### src/rtl/fifo_drain_pkg.sv
// Shared types and helpers for the FIFO read-drain block.
// The occupancy type covers the 2-entry skid buffer. next_beat() wraps the
// burst beat counter back to zero.
package fifo_drain_pkg;

  typedef logic [1:0] occ_t;

  localparam occ_t OCC_MAX = 2'd2;

  function automatic logic [31:0] next_beat(input logic [31:0] beat,
                                            input logic [31:0] burst_len);
    logic [31:0] result;
    if (beat >= (burst_len - 32'd1)) begin
      result = 32'd0;
    end else begin
      result = beat + 32'd1;
    end
    return result;
  endfunction

endpackage

### src/rtl/fifo_drain_skid.sv
// Two-entry buffer that sits between the FIFO read port and the output stream.
// The head entry always drives the outgoing data. A push and a pop in the same
// cycle keep the occupancy unchanged. When that happens with a single entry
// held, the pushed word becomes the new head.
module fifo_drain_skid
  import fifo_drain_pkg::*;
#(
  parameter int DATA_WIDTH = 8
) (
  input  logic                  clk,
  input  logic                  rst,
  input  logic                  push,
  input  logic [DATA_WIDTH-1:0] push_data,
  input  logic                  pop,
  output occ_t                  cnt,
  output logic [DATA_WIDTH-1:0] head_data
);

  logic [DATA_WIDTH-1:0] tail_data;
  logic                  do_push;
  logic                  do_pop;

  // Qualify requests so the buffer can never overflow or underflow.
  always_comb begin
    do_push = push & ((cnt != OCC_MAX) | pop);
    do_pop  = pop & (cnt != 2'd0);
  end

  // Occupancy and storage update; head only moves on pop or when filling an empty buffer.
  always_ff @(posedge clk) begin
    if (rst) begin
      cnt       <= 2'd0;
      head_data <= '0;
      tail_data <= '0;
    end else begin
      case ({do_push, do_pop})
        2'b10: begin
          if (cnt == 2'd0) begin
            head_data <= push_data;
          end else begin
            tail_data <= push_data;
          end
          cnt <= cnt + 2'd1;
        end
        2'b01: begin
          head_data <= tail_data;
          cnt       <= cnt - 2'd1;
        end
        2'b11: begin
          if (cnt == 2'd1) begin
            head_data <= push_data;
          end else begin
            head_data <= tail_data;
            tail_data <= push_data;
          end
        end
        default: begin
        end
      endcase
    end
  end

endmodule

### src/rtl/fifo_read_drain.sv
// Drains a synchronous FIFO with a one-cycle registered read. The drained words
// are re-presented as a valid/ready stream framed into fixed-length bursts.
// A read is only issued when the skid buffer has room for its returning word,
// even if the current beat is not accepted.
// Optional feature: define FIFO_DRAIN_WORD_CNT_EN to add a saturating
// accepted-beat counter on the word_count port.
module fifo_read_drain
  import fifo_drain_pkg::*;
#(
  parameter int DATA_WIDTH = 8,
  parameter int BURST_LEN  = 4
) (
  input  logic                  clk,
  input  logic                  rst,
  input  logic                  fifo_empty,
  input  logic [DATA_WIDTH-1:0] fifo_data,
  output logic                  fifo_r_en,
  output logic                  m_valid,
  input  logic                  m_ready,
  output logic [DATA_WIDTH-1:0] m_data,
  output logic                  m_last
`ifdef FIFO_DRAIN_WORD_CNT_EN
  ,
  output logic [31:0]           word_count
`endif
);

  localparam logic [31:0] BURST_LEN_W = 32'(BURST_LEN);
  localparam logic [31:0] LAST_BEAT   = 32'(BURST_LEN - 1);

  occ_t        cnt;
  logic        rd_pend;
  logic        pop;
  logic [2:0]  committed;
  logic [31:0] beat_cnt;

  // Stream handshake and read credit.
  // committed counts the words that will occupy the buffer after this edge.
  always_comb begin
    m_valid   = (cnt != 2'd0);
    pop       = m_valid & m_ready;
    committed = {1'b0, cnt} + {2'b00, rd_pend} - {2'b00, pop};
    fifo_r_en = ~fifo_empty & ~rst & (committed <= 3'd1);
    m_last    = m_valid & (beat_cnt == LAST_BEAT);
  end

  // Track the read in flight so its data is captured exactly one cycle later.
  always_ff @(posedge clk) begin
    if (rst) begin
      rd_pend <= 1'b0;
    end else begin
      rd_pend <= fifo_r_en;
    end
  end

  // Beat position within the burst; held while the stream is stalled or empty.
  always_ff @(posedge clk) begin
    if (rst) begin
      beat_cnt <= 32'd0;
    end else if (pop) begin
      beat_cnt <= next_beat(beat_cnt, BURST_LEN_W);
    end
  end

`ifdef FIFO_DRAIN_WORD_CNT_EN
  // Saturating count of accepted beats, cleared only by reset.
  always_ff @(posedge clk) begin
    if (rst) begin
      word_count <= 32'd0;
    end else if (pop && (word_count != 32'hFFFF_FFFF)) begin
      word_count <= word_count + 32'd1;
    end
  end
`endif

  fifo_drain_skid #(
    .DATA_WIDTH(DATA_WIDTH)
  ) u_skid (
    .clk      (clk),
    .rst      (rst),
    .push     (rd_pend),
    .push_data(fifo_data),
    .pop      (pop),
    .cnt      (cnt),
    .head_data(m_data)
  );

endmodule

### config.mk
export PLATFORM = sky130hd
export DESIGN_NAME = fifo_read_drain
export DESIGN_NICKNAME = d
export VERILOG_FILES = /design/src/rtl/fifo_drain_pkg.sv /design/src/rtl/fifo_drain_skid.sv /design/src/rtl/fifo_read_drain.sv
export SDC_FILE = /design/constraint.sdc
export NUM_CORES = 1
export LEC_CHECK = 0
export ABC_AREA = 1
export CORE_AREA = 5 5 99 101
export DETAILED_ROUTE_END_ITERATION = 10
export DIE_AREA = 0 0 104 106
export PLACE_DENSITY_LB_ADDON = 0.08
export SYNTH_ARGS = -nofsm -noshare
export SYNTH_HDL_FRONTEND = slang
export SYNTH_SLANG_ARGS = --single-unit
### constraint.sdc
create_clock -name clk -period 3.7 [get_ports clk]
set_clock_uncertainty 0.15 [all_clocks]
set_input_delay 0.555 -clock clk [delete_from_list [all_inputs] [get_ports clk]]
set_output_delay 0.555 -clock clk [all_outputs]
set_load 0.03 [all_outputs]
==> summary.txt, run 1 <==
Status
  • Outcome: completed

Power
  • Worst IR Drop VDD: 0.190 mV
  • Leakage: 1.12 nW
  • Pwr per Cell Area: 651 mW/mm^2

Drt
  • Wirelength per Cell: 10.5 um
  • Total iterations of the first detailed-routing run: 4
  • ANT nets after route: 0
  • # DRC: 0
  • Drt total wl: 4.39 mm
  • Initial DRC Count: 64
  • Via count: 1683
  • Vias per inst: 4.04

Yosys
  • Seq/Total Area, Yosys: 48.2%
  • YS warnings: 0
  • Seq cells post-synth: 51
  • Syn Area/Cell: 7.49 um^2
  • Area leader, netlist: dfxtp_1
  • Top_reg_cell synth: dfxtp_1
  • Ys async rst share: 0%
  • Top-count cell post-synth: nor2_1
  • Synthesized area: 0.00212 mm^2
  • Synth cell types: 21
  • Synthesized instance count: 283
  • Syn nets: 304
  • Post-synth EDFFs: 0
  • Synth top area cells: dfxtp_1, nor2_1, nand2_1, inv_1, ha_1
  • Commonest cells in the netlist: nor2_1, nand2_1, dfxtp_1
  • Synth top area share: 48.2%

Worst setup path
  • Critical Path RT: 2990 ps
  • Crit Path Max Fanout: 9
  • RR Startpoint: u_skid.cnt[1]
  • Crit path from: u_skid.cnt[1]
  • Setup crit end kind: output port
  • Critical path type: flop to output port
  • Arr. time, crit path: 2630 ps
  • CP startpoint kind: flop

STA
  • Slew Limit Headroom: 64.3%
  • Slew Limit Fails: 0
  • Tmin final: 3340 ps
  • Worst Tran Pin Value: 535 ps
  • Final WS setup: 362 ps
  • Unrepaired setup endpoints after global routing: false
  • Fmax: 0.300 GHz
  • Setup Total Neg Slack: 0 ps
  • Final hold violation count: 0
  • Setup violators final: 0
  • Fin crit share: 90.2%

CTS
  • Post-CTS Repair Setup Buffers: 0
  • Skew-Pair Late Insertion Delay: 310 ps
  • # resized after CTS: 0
  • Hold Buf Count CTS: 0
  • Num Clock Sinks: 51
  • Clock Path Buffers: 2
  • Cts bufs inserted: 5
  • Clock transition at path regs: 110 ps
  • CTS tree: done
  • Root Driver: clkbuf_8
  • Htree depth: 2

Floorplanning
  • Die W: 104 um
  • Die height: 106 um
  • Initial Util: 23.7%
  • Die area: 0.0110 mm^2
  • Io pins: 23
  • Core box area: 0.00893 mm^2
  • Rows: 35

Hold path
  • Worst hold path class: flop to flop
  • Worst Hold Launch: beat_cnt[11]

Final layout
  • FILL cells: 1004
  • Final-stage net count: 326
  • Synthesis-to-finish area growth: 20.1%
  • Antenna diode count: 0
  • Share of cells above drive strength 1: 5.56%

Placement
  • Port-buffer cells: 22
  • DP Wirelength: 2.95 mm
  • Routability cong.: 0.689
  • Pre-CTS setup slack: 466 ps

Global routing
  • Number of global-route vias before repair: 1667
  • Initial antenna violation count: 0
  • Total GRT Usage: 8.39%
  • Overflow after GRT: 0
  • Global-route wire length before repair: 7.67 mm
  • Pin count of the biggest net entering global routing: 33

Run
  • Max cap viols: 0
power by group:
part	total (mW)	internal (mW)	leakage [nW]	switching, mW
clock	0.348	0.141	0.0467	0.207
combinational	0.619	0.233	0.655	0.385
sequential	0.689	0.641	0.414	0.0488
total	1.66	1.01	1.12	0.641
kinds of logic after synthesis:
| group | count (synthesis) | synth area share (%) |
|---|---|---|
| buf+inv | 40 | 7.97 |
| simple gates | 146 | 27.4 |
| xor+xnor | 5 | 2.07 |
| fa+ha+maj | 9 | 5.67 |
| flops | 51 | 48.2 |
| compound gates | 32 | 8.68 |
metal layers:
layer | vias up | track usage, % | wire [um] | share of wire [%]
met5 | - | 0 | 0 | 0
met4 | 0 | 2.78 | 61 | 1.4
met3 | 6 | 2.37 | 177 | 4.0
met2 | 29 | 14.0 | 1950 | 45
met1 | 738 | 10.4 | 2190 | 50
li1 | 910 | - | - | -
layout make-up:
type                    count  area, um^2  area share (%)
well taps                 111         139            5.46
multi-input cells         192         928            36.5
clock inverters             3        27.5            1.08
inverters                  29         111            4.38
flip-flops and latches     51        1020            40.1
repair buffers             26         248            9.74
clock buffers               5        68.8            2.71
flip-flops by register name, indices dropped and copies added, names as in the netlist:
name / flops
beat_cnt: 32
rd_pend: 1
u_skid.cnt: 2
u_skid.head_data: 8
u_skid.tail_data: 8
worst paths after layout:
path,endpoint,slack (ps),cells past startpoint
worst max register to register,u_skid.tail_data[6],1040,12
worst max-delay path,fifo_r_en,360,11
worst min-delay path,beat_cnt[11],290,2
worst min register to register,beat_cnt[11],290,2
through the flow:
| stage | total power [mW] | cell area [um^2] | hold slack (ps) | instances | utilization [%] |
|---|---|---|---|---|---|
| after floorplan | 1.14 | 2120 | 267 | 283 | - |
| after global placement | 1.33 | 2450 | 277 | 409 | 27.4 |
| after detailed placement | 1.33 | 2450 | 279 | 409 | 27.4 |
| after CTS | 1.69 | 2540 | 296 | 417 | 28.5 |
| after global routing | 1.79 | 2540 | 304 | 417 | 28.5 |
| final | 1.66 | 2540 | 292 | 417 | 28.5 |
worst max-delay path: stages (launching register included):
cell	delay, ps
dfxtp_1	440
inv_1	110
ha_1	260
inv_2	140
nand2_8	90
xor2_1	140
ha_1	150
inv_1	40
fa_1	470
inv_1	50
nor4_1	220
buf_4	210
layout by cell type (no fill, tap or decap), types with 2 or more instances in the layout:
master	count
buf_4	5
a21oi_1	10
clkdlybuf4s50_1	21
clkbuf_8	5
inv_1	27
nand3_1	9
dfxtp_1	51
nor4_1	2
xor2_1	5
o21ai_0	19
nand2_1	63
nor2_1	71
ha_1	8
(Power assumes the default switching activity.)
==> inputs of run 2 (changes only) <==
--- a/config.mk
+++ b/config.mk
@@ -5,10 +5,9 @@
 export SDC_FILE = /design/constraint.sdc
 export NUM_CORES = 1
 export LEC_CHECK = 0
-export ABC_AREA = 1
-export CORE_AREA = 5 5 99 101
+export CORE_AREA = 5 5 84 86
 export DETAILED_ROUTE_END_ITERATION = 10
-export DIE_AREA = 0 0 104 106
+export DIE_AREA = 0 0 89 91
 export PLACE_DENSITY_LB_ADDON = 0.08
 export SYNTH_ARGS = -nofsm -noshare
 export SYNTH_HDL_FRONTEND = slang
==> summary.txt, run 2 <==
Worst setup path
  • Crit-path slowest cell: dfxtp_1 (was fa_1)
  • Critical path type: flop to output port (unchanged)
  • CP startpoint kind: flop (unchanged)
  • Setup crit end kind: output port (unchanged)
  • Largest stage delay, worst path: 400 ps (was 470 ps)
  • Crit Path Max Fanout: 8 (was 9)
  • R2R cell count: 12 (unchanged)
  • Critical Path RT: 2990 ps (about the same)
  • CP cell instances: inv_1 -> ha_1 -> nand2b_1 -> inv_2 -> xnor2_1 -> ha_1 -> inv_1 -> fa_1 -> xor2_1 -> nor4b_2 -> buf_4 (was inv_1 -> ha_1 -> inv_2 -> nand2_8 -> xor2_1 -> ha_1 -> inv_1 -> fa_1 -> inv_1 -> nor4_1 -> buf_4)
  • R2r endpoint: u_skid.head_data[1] (was u_skid.tail_data[6])
  • RR Startpoint: u_skid.cnt[0] (was u_skid.cnt[1])
  • Reg2Reg Setup Slack: 1100 ps (was 1040 ps)
  • Arr. time, crit path: 2740 ps (was 2630 ps)

Final layout
  • FILL cells: 622 (was 1004)
  • Commonest non-fill, non-tap cell in the layout: dfxtp_1 (was nor2_1)
  • Antenna diode count: 0 (unchanged)
  • Final-stage net count: 311 (was 326)
  • Final Util: 45.0% (was 28.5%)
  • Commonest cells after routing, fill and taps aside: dfxtp_1, nor2_1, clkdlybuf4s50_1, nand2_1, inv_1 (was nor2_1, nand2_1, dfxtp_1, inv_1, clkdlybuf4s50_1)
  • Synthesis-to-finish area growth: 15.6% (was 20.1%)
  • Layout Cells excl Fill: 368 (was 417)
  • Most flops, register: beat_cnt (unchanged)
  • Share of cells above drive strength 1: 8.25% (was 5.56%)
  • Finished Cell Area: 0.00279 mm^2 (was 0.00254 mm^2)
  • Multi-input gate area: 0.00128 mm^2 (was 928 um^2)
  • Largest regs: beat_cnt: 32 flops, u_skid.head_data: 8 flops, u_skid.tail_data: 8 flops (unchanged)
  • Max reg flops: 32 (unchanged)
  • Sequential cell area: 0.00102 mm^2 (about the same)

CTS
  • CTS tree: done (unchanged)
  • Cts bufs inserted: 5 (unchanged)
  • Num Clock Sinks: 51 (unchanged)
  • Root Driver: clkbuf_8 (unchanged)
  • Clock Path Buffers: 2 (unchanged)
  • Htree depth: 2 (unchanged)
  • Clock transition at path regs: 110 ps (about the same)
  • Skew-Pair Late Insertion Delay: 310 ps (about the same)

Power
  • Leakage: 1.03 nW (was 1.12 nW)
  • Total Power: 1.60 mW (was 1.66 mW)
  • Pwr per Cell Area: 572 mW/mm^2 (was 651 mW/mm^2)
  • Worst IR Drop VDD: 0.331 mV (was 0.190 mV)

Drt
  • Via count: 1947 (was 1683)
  • Drt total wl: 5.22 mm (was 4.39 mm)
  • Wirelength per Cell: 14.2 um (was 10.5 um)
  • Vias per inst: 5.29 (was 4.04)
  • Initial DRC Count: 114 (was 64)
  • Total iterations of the first detailed-routing run: 4 (unchanged)
  • # DRC: 0 (unchanged)
  • ANT nets after route: 0 (unchanged)

STA
  • Setup Total Neg Slack: 0 ps (unchanged)
  • Slew Limit Headroom: 27.1% (was 64.3%)
  • Tmin final: 3440 ps (was 3340 ps)
  • Slew Limit Fails: 0 (unchanged)
  • Fmax: 0.290 GHz (was 0.300 GHz)
  • Hold slack: 319 ps (was 292 ps)
  • Final hold violation count: 0 (unchanged)
  • Unrepaired setup endpoints after global routing: false (unchanged)
  • Setup violators final: 0 (unchanged)
  • Final WS setup: 256 ps (was 362 ps)
  • Worst Tran Pin Value: 1090 ps (was 535 ps)
  • Fin crit share: 93.1% (was 90.2%)

Yosys
  • Synth cell types: 44 (was 21)
  • Syn Area/Cell: 8.98 um^2 (was 7.49 um^2)
  • Syn nets: 290 (was 304)
  • Synth top area share: 42.3% (was 48.2%)
  • Synthesized area: 0.00241 mm^2 (was 0.00212 mm^2)
  • Area leader, netlist: dfxtp_1 (unchanged)
  • Synth top area cells: dfxtp_1, nor2_1, ha_1, mux2i_1, xnor2_1 (was dfxtp_1, nor2_1, nand2_1, inv_1, ha_1)
  • Synthesized instance count: 269 (was 283)
  • Seq cells post-synth: 51 (unchanged)
  • Top-count cell post-synth: dfxtp_1 (was nor2_1)
  • YS warnings: 0 (unchanged)
  • Commonest cells in the netlist: dfxtp_1, nor2_1, nand2_1 (was nor2_1, nand2_1, dfxtp_1)
  • Post-synth EDFFs: 0 (unchanged)
  • Top_reg_cell synth: dfxtp_1 (unchanged)
  • Seq/Total Area, Yosys: 42.3% (was 48.2%)
  • Ys async rst share: 0% (unchanged)

Hold path
  • WHS Path Cells: 2 (unchanged)
  • Worst Hold Launch: beat_cnt[31] (was beat_cnt[11])
  • Worst hold path class: flop to flop (unchanged)
  • Hold Path Sink: beat_cnt[31] (was beat_cnt[11])

Status
  • Outcome: completed (unchanged)

Floorplanning
  • Die area: 0.00810 mm^2 (was 0.0110 mm^2)
  • Rows: 29 (was 35)
  • Io pins: 23 (unchanged)
  • Core box area: 0.00620 mm^2 (was 0.00893 mm^2)
  • Initial Util: 38.9% (was 23.7%)
  • Die height: 91 um (was 106 um)
  • Die W: 89 um (was 104 um)

Placement
  • Dpl cells: 360 (was 409)
  • Routability cong.: 0.731 (was 0.689)
  • Port-buffer cells: 22 (unchanged)
  • Pre-CTS setup slack: 374 ps (was 466 ps)
  • DP Wirelength: 3.61 mm (was 2.95 mm)
  • Placed Instance Area: 0.00270 mm^2 (was 0.00245 mm^2)

Global routing
  • Global-route wire length before repair: 9.05 mm (was 7.67 mm)
  • Overflow after GRT: 0 (unchanged)
  • Number of global-route vias before repair: 1919 (was 1667)
  • Pin count of the biggest net entering global routing: 33 (unchanged)
  • Total GRT Usage: 13.8% (was 8.39%)
  • Initial antenna violation count: 0 (unchanged)

Run
  • Max cap viols: 0 (unchanged)
run 2: layout make-up:
cell class | instances | share of cell area [%]
flip-flops and latches | 51 | 36.6
clock buffers | 5 | 2.47
well taps | 77 | 3.45
multi-input cells | 192 | 45.9
clock inverters | 3 | 0.941
repair buffers | 25 | 8.61
inverters | 15 | 2.02
run 2: timing repair:
| item | CTS | global route |
|---|---|---|
| hold buffers | 0 | 0 |
| gates resized for setup | 0 | 1 |
| endpoints found under the setup margin | 0 | 1 |
| buffers inserted | 0 | 0 |
run 2: metal layers:
layer,GRT usage [%],part of all wire [%],routed length [um]
met5,0,0,0
met4,4.22,1.4,73
met3,3.17,3.4,179
met2,21.7,45,2370
met1,18.8,50,2590
run 2: worst max-delay path by stage:
stage / end / slack [ps] / startpoint / depth (start not counted)
finish: fifo_r_en / 260 / u_skid.cnt[0] / 11
global route: fifo_r_en / 10 / u_skid.cnt[0] / 11
CTS: fifo_r_en / 190 / u_skid.cnt[1] / 11
detailed placement: fifo_r_en / 370 / m_ready / 10
global placement: fifo_r_en / 400 / m_ready / 10
floorplan: fifo_r_en / 370 / u_skid.cnt[1] / 11
run 2: report_power, final:
part           switching (mW)  total (mW)  internal (mW)  leakage (nW)
sequential             0.0506       0.681          0.630         0.414
combinational           0.326       0.568          0.242         0.562
clock                   0.207       0.346          0.140        0.0491
run 2: worst max-delay path: cells and delay by family (launching register included):
kind                     cells  cell delay (ps)
flip-flops                   1              400
XOR/XNOR                     2              310
AND/OR/NAND/NOR              2              410
buffers and inverters        4              490
adder cells (fa/ha/maj)      3              810
run 2: kinds of logic after synthesis:
family,after synthesis,share of synthesized area (%)
and+or+nand+nor,115,25.9
xor gates and xnor gates,16,5.80
adders and majority gates,9,4.97
buffers and inverters,26,4.92
DFF,51,42.3
AOI/OAI and AO/OA,44,12.8
muxes,8,3.32
==> inputs of run 3 (changes only) <==
--- a/config.mk
+++ b/config.mk
@@ -5,9 +5,9 @@
 export SDC_FILE = /design/constraint.sdc
 export NUM_CORES = 1
 export LEC_CHECK = 0
-export CORE_AREA = 5 5 84 86
+export CORE_AREA = 5 5 77 94
 export DETAILED_ROUTE_END_ITERATION = 10
-export DIE_AREA = 0 0 89 91
+export DIE_AREA = 0 0 82 99
 export PLACE_DENSITY_LB_ADDON = 0.08
 export SYNTH_ARGS = -nofsm -noshare
 export SYNTH_HDL_FRONTEND = slang
==> summary.txt, run 3 (synthesis results as in run 2) <==
Floorplanning
  • Die height: 99 um (was 91 um)
  • Die area: 0.00812 mm^2 (was 0.00810 mm^2)
  • Core box area: 0.00625 mm^2 (was 0.00620 mm^2)
  • Rows: 32 (was 29)
  • Die W: 82 um (was 89 um)
  • Io pins: 23 (unchanged)
  • Initial Util: 38.7% (was 38.9%)

CTS
  • Cts bufs inserted: 5 (unchanged)
  • Clock Path Buffers: 2 (unchanged)
  • Hold Buf Count CTS: 0 (unchanged)
  • Htree depth: 2 (unchanged)
  • CTS tree: done (unchanged)
  • Root Driver: clkbuf_8 (unchanged)
  • Skew-Pair Late Insertion Delay: 300 ps (was 310 ps)
  • Clock transition at path regs: 90 ps (was 110 ps)
  • Post-CTS Repair Setup Buffers: 0 (unchanged)
  • Num Clock Sinks: 51 (unchanged)
  • # resized after CTS: 0 (unchanged)

Placement
  • DP Wirelength: 3.75 mm (was 3.61 mm)
  • Routability cong.: 0.745 (was 0.731)
  • Port-buffer cells: 22 (unchanged)

Drt
  • # DRC: 0 (unchanged)
  • Total iterations of the first detailed-routing run: 4 (unchanged)
  • Initial DRC Count: 77 (was 114)
  • Wirelength per Cell: 13.8 um (was 14.2 um)
  • Via count: 1975 (was 1947)
  • Vias per inst: 5.24 (was 5.29)
  • ANT nets after route: 0 (unchanged)
  • Drt total wl: 5.20 mm (was 5.22 mm)

Hold path
  • WHS Path Cells: 2 (unchanged)
  • Worst hold path class: flop to flop (unchanged)

STA
  • Fmax: 0.284 GHz (was 0.290 GHz)
  • Final hold violation count: 0 (unchanged)
  • Slew Limit Fails: 0 (unchanged)
  • Setup Total Neg Slack: 0 ps (unchanged)
  • Slew Limit Headroom: 30.1% (was 27.1%)
  • Hold slack: 312 ps (was 319 ps)
  • Fin crit share: 95.1% (was 93.1%)
  • Setup violators final: 0 (unchanged)
  • Worst Tran Pin Value: 1040 ps (was 1090 ps)
  • Unrepaired setup endpoints after global routing: false (unchanged)
  • Tmin final: 3520 ps (was 3440 ps)

Worst setup path
  • Arr. time, crit path: 2810 ps (was 2740 ps)
  • Critical path buffers and inverters: 4 (unchanged)
  • Largest stage delay, worst path: 430 ps (was 400 ps)
  • CP startpoint kind: flop (unchanged)
  • Critical Path RT: 2990 ps (about the same)
  • Reg2Reg Setup Slack: 1020 ps (was 1100 ps)
  • CP cell instances: inv_1 -> ha_1 -> nand2b_1 -> inv_2 -> xnor2_1 -> ha_1 -> inv_1 -> fa_1 -> xor2_1 -> nor4b_2 -> buf_4 (unchanged)
  • Crit Path Max Fanout: 8 (unchanged)
  • Cell depth of the worst setup path: 11 (unchanged)
  • Critical path type: flop to output port (unchanged)
  • Setup crit end kind: output port (unchanged)
  • Crit-path slowest cell: dfxtp_1 (unchanged)
  • R2R cell count: 12 (unchanged)
  • Crit-path leading delay family: adder cells (unchanged)

Final layout
  • Commonest cells after routing, fill and taps aside: dfxtp_1, nor2_1, clkdlybuf4s50_1, nand2_1, inv_1 (unchanged)
  • Final-stage net count: 312 (was 311)
  • Commonest non-fill, non-tap cell in the layout: dfxtp_1 (unchanged)
  • Final Util: 44.7% (was 45.0%)
  • Most flops, register: beat_cnt (unchanged)
  • Share of cells above drive strength 1: 7.53% (was 8.25%)
  • Antenna diode count: 0 (unchanged)
  • Synthesis-to-finish area growth: 15.7% (was 15.6%)
  • Largest regs: beat_cnt: 32 flops, u_skid.head_data: 8 flops, u_skid.tail_data: 8 flops (unchanged)
  • Max reg flops: 32 (unchanged)
  • FILL cells: 657 (was 622)

Status
  • Outcome: completed (unchanged)

Global routing
  • Initial antenna violation count: 0 (unchanged)
  • Total GRT Usage: 13.7% (was 13.8%)
  • Number of global-route vias before repair: 1985 (was 1919)
  • Pin count of the biggest net entering global routing: 21 (was 33)
  • Overflow after GRT: 0 (unchanged)
  • Global-route wire length before repair: 8.91 mm (was 9.05 mm)

Power
  • Leakage: 1.02 nW (was 1.03 nW)
  • Worst IR Drop VDD: 0.357 mV (was 0.331 mV)
  • Pwr per Cell Area: 561 mW/mm^2 (was 572 mW/mm^2)
  • Total Power: 1.57 mW (was 1.60 mW)

Run
  • Max cap viols: 0 (unchanged)
-- run 3: cell count changes in the layout (fill, tap and decap cells not counted) --
cell,previous run,this run
clkbuf_1,0,2
buf_4,4,5
clkinv_2,0,1
dfxtp_1,50,51
inv_6,2,0
clkinv_4,1,0
dfxtp_2,1,0
-- run 3: final cells by class --
type	count	area, um^2	area share (%)
Multi-Input combinational cell	192	1280	45.9
Sequential cell	51	1020	36.5
Timing Repair Buffer	26	248	8.87
Tap cell	85	106	3.81
Clock buffer	7	76.3	2.73
Inverter	15	56.3	2.02
Clock inverter	1	5.00	0.179
-- run 3: metrics by stage --
| step | worst slack [ps] | cell area [um^2] | instances |
|---|---|---|---|
| after floorplan | 371 | 2420 | 269 |
| after global placement | 344 | 2710 | 369 |
| after detailed placement | 305 | 2710 | 369 |
| after CTS | 137 | 2790 | 377 |
| after global routing | 4.59 | 2790 | 377 |
| final | 182 | 2790 | 377 |
-- run 3: report_power, final --
| group | internal [mW] | leakage, nW | total [mW] | switching (mW) |
|---|---|---|---|---|
| Clock | 0.133 | 0.0422 | 0.313 | 0.179 |
| Combinational | 0.245 | 0.567 | 0.575 | 0.330 |
| Sequential | 0.630 | 0.413 | 0.679 | 0.0496 |
-- run 3: path summary, 6_finish.rpt --
check	startpoint	to
setup / recovery	u_skid.cnt[1]	fifo_r_en
hold / removal	beat_cnt[29]	beat_cnt[29]
hold reg to reg	beat_cnt[29]	beat_cnt[29]
setup reg to reg	u_skid.cnt[1]	u_skid.head_data[5]
-- run 3: worst reg2reg max path: stages (launching register included) --
cell and delay, ps:
dfxtp_1 430, inv_1 110, ha_1 290, nand2b_1 210, buf_4 180, nand2_1 70, nand2_1 70, inv_1 80
ha_1 180, nor2b_1 140, o21a_1 310, a22oi_1 110, a211oi_1 270
-- run 3: routing by layer --
layer  part of all wire (%)  vias up  track usage, %
met4                    1.5        0            4.86
met2                     49       25            23.3
li1                       -     1000               -
met5                      0        -               0
met3                    4.1        4            3.29
met1                     45      946            16.6
